`config.mk`:
```
export PLATFORM = sky130hd
export DESIGN_NAME = snake_tile_renderer_flat
export DESIGN_NICKNAME = d
export VERILOG_FILES = /design/src/rtl/snake_tile_renderer_pkg.sv /design/src/rtl/snake_tile_renderer_if.sv /design/src/rtl/snake_tile_ram.sv /design/src/rtl/snake_tile_renderer.sv /design/src/flat_wrapper.sv
export SDC_FILE = /design/constraint.sdc
export NUM_CORES = 2
export LEC_CHECK = 0
export BUFFER_PORTS_ARGS = -buffer_cell sky130_fd_sc_hd__buf_2
export CORE_MARGIN = 1.5
export CORE_UTILIZATION = 40
export CTS_CLUSTER_SIZE = 40
export DETAILED_ROUTE_END_ITERATION = 10
export PLACE_DENSITY = 0.58
export SETUP_SLACK_MARGIN = 0.05
export SYNTH_ARGS = -nofsm -noshare
export SYNTH_HDL_FRONTEND = slang
export SYNTH_SLANG_ARGS = --single-unit
```
`constraint.sdc`:
```
create_clock -name CLK -period 26 [get_ports CLK]
set_input_delay 0 -clock CLK [delete_from_list [all_inputs] [get_ports CLK]]
set_output_delay 0 -clock CLK [all_outputs]
set_load 0.05 [all_outputs]
```
`src/rtl/snake_tile_renderer_pkg.sv`:
```
// Shared definitions for the snake tile renderer and the game logic that feeds it.
// Holds tile codes, map geometry, default colours, the write-port state type and
// the tile index helper (row * 40 + column built from shifts).
package snake_tile_renderer_pkg;

  typedef enum logic [1:0] {
    TILE_EMPTY = 2'b00,
    TILE_BODY  = 2'b01,
    TILE_HEAD  = 2'b10,
    TILE_FOOD  = 2'b11
  } tile_code_e;

  typedef enum logic {
    ST_CLEAR = 1'b0,
    ST_IDLE  = 1'b1
  } wr_state_e;

  localparam logic [5:0]  MAP_COLS   = 6'd40;
  localparam logic [4:0]  MAP_ROWS   = 5'd30;
  localparam logic [10:0] MAP_DEPTH  = 11'd1200;
  localparam logic [10:0] MAP_LAST   = MAP_DEPTH - 11'd1;
  localparam int          TILE_SHIFT = 4;

  localparam logic [7:0] DEF_BG_COLOUR   = 8'h00;
  localparam logic [7:0] DEF_BODY_COLOUR = 8'h1C;
  localparam logic [7:0] DEF_HEAD_COLOUR = 8'hFC;
  localparam logic [7:0] DEF_FOOD_COLOUR = 8'hE0;

  // y*40 + x as (y<<5) + (y<<3) + x, no multiplier needed
  function automatic logic [10:0] tile_index(input logic [4:0] y, input logic [5:0] x);
    logic [10:0] yw;
    yw = {6'd0, y};
    return (yw << 5) + (yw << 3) + {5'd0, x};
  endfunction

endpackage

```
`src/rtl/snake_tile_renderer_if.sv`:
```
// Tile write / clear bus between game logic (master) and the renderer (slave).
//   TILE_WE/TILE_X/TILE_Y/TILE_DATA : single-cycle tile write request
//   TILE_ACK / TILE_ERR             : one-cycle commit / drop pulses
//   CLEAR_REQ / BUSY                : map clear request and sweep-in-progress flag
interface snake_tile_renderer_if;
  logic       TILE_WE;
  logic [5:0] TILE_X;
  logic [4:0] TILE_Y;
  logic [1:0] TILE_DATA;
  logic       TILE_ACK;
  logic       TILE_ERR;
  logic       CLEAR_REQ;
  logic       BUSY;

  modport master (
    output TILE_WE, TILE_X, TILE_Y, TILE_DATA, CLEAR_REQ,
    input  TILE_ACK, TILE_ERR, BUSY
  );

  modport slave (
    input  TILE_WE, TILE_X, TILE_Y, TILE_DATA, CLEAR_REQ,
    output TILE_ACK, TILE_ERR, BUSY
  );
endinterface

```
`src/rtl/snake_tile_ram.sv`:
```
// 1200 x 2-bit simple dual-port tile map, written so it maps onto block RAM.
//   CLK           : clock
//   WE/WADDR/WDATA: write port
//   RADDR/RDATA   : synchronous read port, read-first on an address collision
module snake_tile_ram
  import snake_tile_renderer_pkg::*;
(
  input  logic        CLK,
  input  logic        WE,
  input  logic [10:0] WADDR,
  input  logic [1:0]  WDATA,
  input  logic [10:0] RADDR,
  output logic [1:0]  RDATA
);

  logic [1:0] mem [0:MAP_DEPTH-1];

  always_ff @(posedge CLK) begin
    if (WE) mem[WADDR] <= WDATA;
    RDATA <= mem[RADDR];
  end

endmodule

```
`src/rtl/snake_tile_renderer.sv`:
```
// Pixel source for the VGA timing block. Renders a 40x30 map of 16x16 tiles with
// grid gaps and a frame-counted food blink; two-cycle latency from ADDRH/ADDRV to
// COLOUR_OUT. Game logic writes tiles and requests clears over the tile interface.
//   CLK, RESET  : pixel clock, async active-high reset
//   ADDRH/ADDRV : visible pixel address
//   COLOUR_OUT  : RRRGGGBB colour, pixel addressed two cycles earlier
//   FRAME_TICK  : one pulse after the last visible pixel of each frame
//   tile        : tile write / clear bus (slave side)
//
//   state    | meaning
//   ST_CLEAR | sweeping code 00 into every map entry, one per cycle
//   ST_IDLE  | accepting tile writes and clear requests
module snake_tile_renderer
  import snake_tile_renderer_pkg::*;
#(
  parameter logic [7:0] BG_COLOUR   = DEF_BG_COLOUR,
  parameter logic [7:0] BODY_COLOUR = DEF_BODY_COLOUR,
  parameter logic [7:0] HEAD_COLOUR = DEF_HEAD_COLOUR,
  parameter logic [7:0] FOOD_COLOUR = DEF_FOOD_COLOUR,
  parameter int         BLINK_BIT   = 4
) (
  input  logic                        CLK,
  input  logic                        RESET,
  input  logic [9:0]                  ADDRH,
  input  logic [8:0]                  ADDRV,
  output logic [7:0]                  COLOUR_OUT,
  output logic                        FRAME_TICK,
  snake_tile_renderer_if.slave        tile
);

  wr_state_e   state, state_nxt;
  logic [10:0] clr_idx, clr_idx_nxt;
  logic        ack_q, ack_nxt, err_q, err_nxt;
  logic        ram_we;
  logic [10:0] ram_waddr, ram_raddr;
  logic [1:0]  ram_wdata, code_s1;
  logic [3:0]  lx_s1, ly_s1;
  logic [7:0]  colour_nxt, frame_cnt;
  logic        in_range, last_px, last_q;

  assign in_range  = (tile.TILE_X < MAP_COLS) && (tile.TILE_Y < MAP_ROWS);
  assign ram_raddr = tile_index(ADDRV[8:TILE_SHIFT], ADDRH[9:TILE_SHIFT]);

  snake_tile_ram u_ram (
    .CLK   (CLK),
    .WE    (ram_we),
    .WADDR (ram_waddr),
    .WDATA (ram_wdata),
    .RADDR (ram_raddr),
    .RDATA (code_s1)
  );

  // Write port FSM
  always_ff @(posedge CLK or posedge RESET) begin
    if (RESET) begin
      state   <= ST_CLEAR;
      clr_idx <= '0;
      ack_q   <= 1'b0;
      err_q   <= 1'b0;
    end else begin
      state   <= state_nxt;
      clr_idx <= clr_idx_nxt;
      ack_q   <= ack_nxt;
      err_q   <= err_nxt;
    end
  end

  always_comb begin
    state_nxt   = state;
    clr_idx_nxt = clr_idx;
    ack_nxt     = 1'b0;
    err_nxt     = 1'b0;
    ram_we      = 1'b0;
    ram_waddr   = tile_index(tile.TILE_Y, tile.TILE_X);
    ram_wdata   = tile.TILE_DATA;
    case (state)
      ST_CLEAR: begin
        ram_we    = 1'b1;
        ram_waddr = clr_idx;
        ram_wdata = TILE_EMPTY;
        err_nxt   = tile.TILE_WE;
        if (clr_idx == MAP_LAST) begin
          state_nxt   = ST_IDLE;
          clr_idx_nxt = '0;
        end else begin
          clr_idx_nxt = clr_idx + 11'd1;
        end
      end
      default: begin
        if (tile.TILE_WE) begin
          if (in_range) begin
            ram_we  = 1'b1;
            ack_nxt = 1'b1;
          end else begin
            err_nxt = 1'b1;
          end
        end
        // a simultaneous write still commits; the sweep then overwrites it
        if (tile.CLEAR_REQ) begin
          state_nxt   = ST_CLEAR;
          clr_idx_nxt = '0;
        end
      end
    endcase
  end

  assign tile.TILE_ACK = ack_q;
  assign tile.TILE_ERR = err_q;
  assign tile.BUSY     = (state == ST_CLEAR);

  // Render pipeline: stage 1 is the RAM read plus local bits, stage 2 the colour
  always_comb begin
    colour_nxt = BG_COLOUR;
    if (lx_s1 != 4'hF && ly_s1 != 4'hF) begin
      case (tile_code_e'(code_s1))
        TILE_BODY: colour_nxt = BODY_COLOUR;
        TILE_HEAD: colour_nxt = HEAD_COLOUR;
        TILE_FOOD: if (!frame_cnt[BLINK_BIT]) colour_nxt = FOOD_COLOUR;
        default:   colour_nxt = BG_COLOUR;
      endcase
    end
  end

  assign last_px = (ADDRH == 10'd639) && (ADDRV == 9'd479);

  always_ff @(posedge CLK or posedge RESET) begin
    if (RESET) begin
      lx_s1      <= '0;
      ly_s1      <= '0;
      COLOUR_OUT <= '0;
      last_q     <= 1'b0;
      FRAME_TICK <= 1'b0;
      frame_cnt  <= '0;
    end else begin
      lx_s1      <= ADDRH[3:0];
      ly_s1      <= ADDRV[3:0];
      COLOUR_OUT <= colour_nxt;
      last_q     <= last_px;
      FRAME_TICK <= last_px & ~last_q;
      if (FRAME_TICK) frame_cnt <= frame_cnt + 8'd1;
    end
  end

endmodule
```
`src/flat_wrapper.sv`:
```
// flat-port wrapper written by rule: the top's interface ports become plain ports
module snake_tile_renderer_flat import snake_tile_renderer_pkg::*;
#(
  parameter logic [7:0] BG_COLOUR   = DEF_BG_COLOUR,
  parameter logic [7:0] BODY_COLOUR = DEF_BODY_COLOUR,
  parameter logic [7:0] HEAD_COLOUR = DEF_HEAD_COLOUR,
  parameter logic [7:0] FOOD_COLOUR = DEF_FOOD_COLOUR,
  parameter int         BLINK_BIT   = 4
)
  (CLK, RESET, ADDRH, ADDRV, COLOUR_OUT, FRAME_TICK, tile_TILE_WE, tile_TILE_X, tile_TILE_Y, tile_TILE_DATA, tile_CLEAR_REQ, tile_TILE_ACK, tile_TILE_ERR, tile_BUSY);
  snake_tile_renderer_if tile_i ();
  input  logic CLK;
  input  logic RESET;
  input  logic [9:0] ADDRH;
  input  logic [8:0] ADDRV;
  output logic [7:0] COLOUR_OUT;
  output logic FRAME_TICK;
  input wire logic [$bits(tile_i.TILE_WE)-1:0] tile_TILE_WE;
  input wire logic [$bits(tile_i.TILE_X)-1:0] tile_TILE_X;
  input wire logic [$bits(tile_i.TILE_Y)-1:0] tile_TILE_Y;
  input wire logic [$bits(tile_i.TILE_DATA)-1:0] tile_TILE_DATA;
  input wire logic [$bits(tile_i.CLEAR_REQ)-1:0] tile_CLEAR_REQ;
  output wire logic [$bits(tile_i.TILE_ACK)-1:0] tile_TILE_ACK;
  output wire logic [$bits(tile_i.TILE_ERR)-1:0] tile_TILE_ERR;
  output wire logic [$bits(tile_i.BUSY)-1:0] tile_BUSY;
  assign tile_i.TILE_WE = tile_TILE_WE;
  assign tile_i.TILE_X = tile_TILE_X;
  assign tile_i.TILE_Y = tile_TILE_Y;
  assign tile_i.TILE_DATA = tile_TILE_DATA;
  assign tile_i.CLEAR_REQ = tile_CLEAR_REQ;
  assign tile_TILE_ACK = tile_i.TILE_ACK;
  assign tile_TILE_ERR = tile_i.TILE_ERR;
  assign tile_BUSY = tile_i.BUSY;
  snake_tile_renderer #(.BG_COLOUR(BG_COLOUR), .BODY_COLOUR(BODY_COLOUR), .HEAD_COLOUR(HEAD_COLOUR), .FOOD_COLOUR(FOOD_COLOUR), .BLINK_BIT(BLINK_BIT)) u_core (.CLK(CLK), .RESET(RESET), .ADDRH(ADDRH), .ADDRV(ADDRV), .COLOUR_OUT(COLOUR_OUT), .FRAME_TICK(FRAME_TICK), .tile(tile_i));
endmodule
```
== After elaboration in Yosys (flattened, before gate mapping) ==
Memories as Yosys holds them, arrays and structs flattened. A register that Yosys moved wholly into a read port is not among the register bits.
Cells that the tools add are included.
Cells by class
  $lt $le $gt $ge: 2
  bitwise logic cells: 3
  reductions and logical operators: 3
  multiplexer cells: 20
  add/sub/neg operators: 6
  equal/unequal tests: 9
Operators with widths (count)
  11-bit two-way mux: 4
  8-bit one-hot mux with 3 select lines: 1
  10-bit by 8-bit adder with 11-bit output: 2
  11-bit by 6-bit adder with 11-bit output: 2
  8-bit two-way mux: 2
  1-bit two-way mux: 12
  11-bit by 1-bit adder with 11-bit output, second input constant: 1
  11-bit equality test, second input constant: 1
  10-bit equality test, second input constant: 1
  9-bit equality test, second input constant: 1
  8-bit by 1-bit adder with 8-bit output, second input constant: 1
  4-bit inequality test, second input constant: 2
  6-bit less-than comparator, second input constant: 1
  5-bit less-than comparator, second input constant: 1
  2-bit equality test, second input constant: 2
  1-bit logical AND: 3
  2-bit by 1-bit equality test with 1-bit output, second input constant: 1
  2-bit two-way mux: 1
  2-bit inequality test, second input constant: 1
  1-bit inverter: 2
  1-bit bitwise AND: 1
Word-level totals
  memories: 1
  bits of input ports: 36
  output and inout bits: 12
  flip-flop bits (word level): 40
  word-level logic and storage cells: 54
  memory bits (writable): 2400
Memory list
  u_core.u_ram.mem: words 1200, width 2, read ports 1, clocked after Yosys merged registers in 1, write ports 1, RTL line snake_tile_ram.sv:16  | logic [1:0] mem [0:MAP_DEPTH-1];

== Depth between registers and ports, before layout ==
  word-level depth: 7
  depth in mapped cells: 16
  mapped depth without buffers: 13

== Modules after synthesis ==
From an unflattened synthesis, not the netlist that was laid out.
Unflattened totals
  cells, all modules: 5564
  area total of the unflattened synthesis: 99814.5 µm²
By module, submodules not included
  snake_tile_ram: area each 97730.0 µm², instances 1, seq. area each 72109.2 µm², cells an instance 5354
  snake_tile_renderer: area each 2084.5 µm², instances 1, seq. area each 775.7 µm², cells an instance 210

== Worst setup path before layout ==
Ideal clock, no wire load.
  path kind: register -> register
  from: reg u_core.state
  to: mem u_core.u_ram.mem[0][0], data pin
  cell stages (with the launch flop): 4
  buffers on the path: 2
  library setup time: 3332 ps
  period minus slack after synthesis: 19174 ps
  arrival: 15842 ps
  path slack: 6826 ps
  path through: dfrtp_1 clkbuf_1 clkbuf_1 and2_1
On the way
  longest elaborated chain between the ends: 1
Ends and longest elaborated chain
  from (decl): RTL line snake_tile_renderer.sv:31  | wr_state_e state, state_nxt;
  from (signal assigned): RTL line snake_tile_renderer.sv:61  | state <= state_nxt;
  2-bit two-way mux: RTL line snake_tile_renderer.sv:76  | case (state)
  net u_core.ram_wdata[0]: RTL line snake_tile_renderer.sv:36  | logic [1:0] ram_wdata, code_s1;
  to (decl): RTL line snake_tile_ram.sv:16
The timed path passes the listed nets, and every way through them passes these cells.

== Worst setup path after layout ==
  from: in ADDRH[5]
  to: reg u_core.u_ram.RDATA[0] (read register of u_core.u_ram.mem)
On the way
  longest elaborated chain between the ends: 1
Ends and longest elaborated chain
  from (decl): RTL line flat_wrapper.sv:14  | input logic [9:0] ADDRH;
  11-bit by 6-bit adder with 11-bit output: RTL line snake_tile_renderer_pkg.sv:33  | return (yw << 5) + (yw << 3) + {5'd0, x};
  to (decl): RTL line snake_tile_ram.sv:13  | output logic [1:0] RDATA
No other way between the ends.
A chain may end at the register's enable or synchronous reset.

==> run metrics <==
outcome finished, final reports clean; period utilization approximately 19%; cts hold-fix bufs 36; # resized after CTS 0; Die Span Y ~500 microns; largest cells by area after synthesis edfxtp_1, mux4_2, nor2_1, mux2i_1, clkbuf_1; Boundary Pins 48; initial antenna violation count 12; Mapped Cells between 5000 and 6000; Final Hold Vio Count 0; # DRC 0; first-pass GRT wire length about 400000 microns; Async S/R FF share, synth under 10%; dpl cells just under 9000; chip width 502 microns; Routed WL between 200000 and 300000 microns; multiplexer area fraction after synthesis 14.6%; Crit. End Element register; PD cells 73.8 nW/um^2; Final Non-Filler Cells 9300; post-synthesis compound-gate area fraction approximately 3.1%; Vias/cell 5.89; CTS tree built; Initial Utilization between 40% and 50%; # Max-Cap Violations 0; largest net degree at the start of global routing between 200 and 300; Cell Chain, Critical Path buf_8, buf_12, buf_4, buf_4, buf_4, mux4_2, a32oi_1, a31oi_1, nor3_1, o311ai_0, buf_4, and4b_1, o311ai_1; Worst VDD drop slightly below 0.08 mV; GRT Resource Usage Total between 20 and 25%; number of distinct library cells after synthesis 69; full die area between 200000 and 300000 sq um; post-DP HPWL 156000 microns; ys flop type edfxtp_1; Max clock buf depth 4; DRT met1 WL about 120000 microns; post-CTS setup buffers 0; Synth Area per Inst 17.4 sq um; PnR worst setup slack about 21 ns; max_slew headroom 10.2%; overall power approximately 8.3 mW; Final Max Tran Viols 0; Layout Nets between 5000 and 6000; Tightest Pin Transition ~1.3 ns; Pre-antenna DRT Iters 5; EDFF count, synth between 2000 and 2500; Site Rows about 180; Synth top area share between 70% and 80%; Setup CP Type in2reg; area leader, netlist edfxtp_1; cell chosen for the clock root clkbuf_16; Cell Area, Placed just over 100000 sq um; Synth Area in Adders less than 1%; most frequent CP cell buf_4; Core Box Area between 200000 and 250000 sq um; met2 WL ~140000 microns; Worst path slowest cell nor3_1; CTS sink cnt approximately 2400; largest family of logic cells by synthesized area multiplexers; worst-path maximum fanout 103; slowest stage delay, CP 0.79 ns; most common cell in the netlist edfxtp_1; ANT nets after route 0; setup violators final 0; latest clock arrival within the worst-skew pair around 0.92 ns; vias in the first global route 55728; Post-Synth Simple-Gate Area 6.14%; Post-Synth XOR/XNOR Area 0.140%; Hold Crit Class in2reg; fin crit period 5.03 ns; crit path launch type primary input; layout cells sized above 1 19.6%; setup_tns 0 ns; Pleak between 20 and 30 nW; cts bufs inserted 276; Fin Hold WS a little over 0.08 ns; clock slew at reported path FFs 0.06 ns; synthesis-to-layout area growth 12.4%; Final Skew 0.0343 ns; commonest cells in the netlist edfxtp_1, nor2_1, mux4_2; post-route cell area around 110000 sq um; H-tree Lvls 5; uppermost routed layer met4; worst slack at placement ~20 ns; Worst EP required roughly 27 ns; RSZ-0062 raised after global routing false; Vias ~55000; register area share after synthesis between 70% and 80%; Worst Path Arrival 5.81 ns; Met3 Routed Length approximately 22000 microns; drt wl/cell between 30 and 40 microns; synthesized area 99400 sq um; RD Place Congestion ~0.81; synthesis-stage register bit count ~2400; total congestion overflow 0; Iter 0 DRT Violations just over 7000; fin util a little under half; Fmax achieved 0.199 GHz; Synth Warn # 0; Port Buffers 45
-- area by class of cell --
cell class | count | area [sq um]
Fill cell | 21056 | 135000
Sequential cell | 2433 | 72900
Multi-Input combinational cell | 2829 | 24600
Clock buffer | 352 | 7300
Tap cell | 3312 | 4140
Timing Repair Buffer | 247 | 1970
Clock inverter | 109 | 768
Inverter | 16 | 67.6
Antenna cell | 2 | 5.00
-- critical path: cells and delay by family --
family | cells | cell delay [ns]
multiplexers | 1 | 0.42
AND/OR/NAND/NOR | 2 | 1.03
buffers and inverters | 6 | 3.24
AO/OA/AOI/OAI | 4 | 0.87
-- cell families (layout without fill, tap and decap cells) --
kind of cell,after synthesis,in the layout
simple gates,1559,1559
mux,764,764
compound gates,464,464
xor+xnor,15,15
buf+inv,466,724
fa+ha+maj,25,25
flops,2433,2433
other cells,1,4
-- sequential cells by signal, summed over array words and instances (netlist names) --
name and count:
u_core.state 1, u_core.COLOUR_OUT 2, u_core.u_ram.mem 2400, u_core.clr_idx 11
u_core.lx_s1 4, u_core.frame_cnt 5, u_core.ly_s1 4, u_core.last_q 1
u_core.tile.TILE_ACK 1, u_core.u_ram.RDATA 2, u_core.tile.TILE_ERR 1, u_core.FRAME_TICK 1
-- worst paths after layout --
path                       slack (ns)  cells past startpoint            from                         to
min in group asynchronous        0.25                      5           RESET        u_core.frame_cnt[3]
setup / recovery                20.97                     13        ADDRH[5]      u_core.u_ram.RDATA[0]
hold reg to reg                  0.41                      1   u_core.last_q          u_core.FRAME_TICK
hold / removal                   0.08                      7  tile_TILE_X[0]  u_core.u_ram.mem[1056][0]
max in group asynchronous       25.44                      5           RESET          u_core.clr_idx[1]
setup reg to reg                21.99                      4    u_core.state   u_core.u_ram.mem[980][0]
-- layout by cell type, fill, tap and decap left out, drive strengths merged, types with 23 or more instances in the layout --
master / instances
a21oi: 71
a22oi: 67
buf: 211
clkbuf: 352
clkinv: 90
dfrtp: 31
dlygate4sd3: 36
edfxtp: 2400
mux2i: 206
mux4: 552
nand2: 192
nor2: 1262
nor3: 23
o21ai: 113
o221ai: 69
o22ai: 38
-- power breakdown --
group / switching [mW] / internal [mW]
Combinational: 0.302 / 0.126
Sequential: 0.00839 / 4.25
Clock: 1.50 / 2.07
-- layer usage --
metal / vias to the layer above / global-route usage, %
met5: - / 0
met4: 0 / 7.24
met3: 449 / 3.30
met2: 2449 / 36.0
met1: 29329 / 31.1
li1: 22578 / -
(Power assumes the default switching activity.)
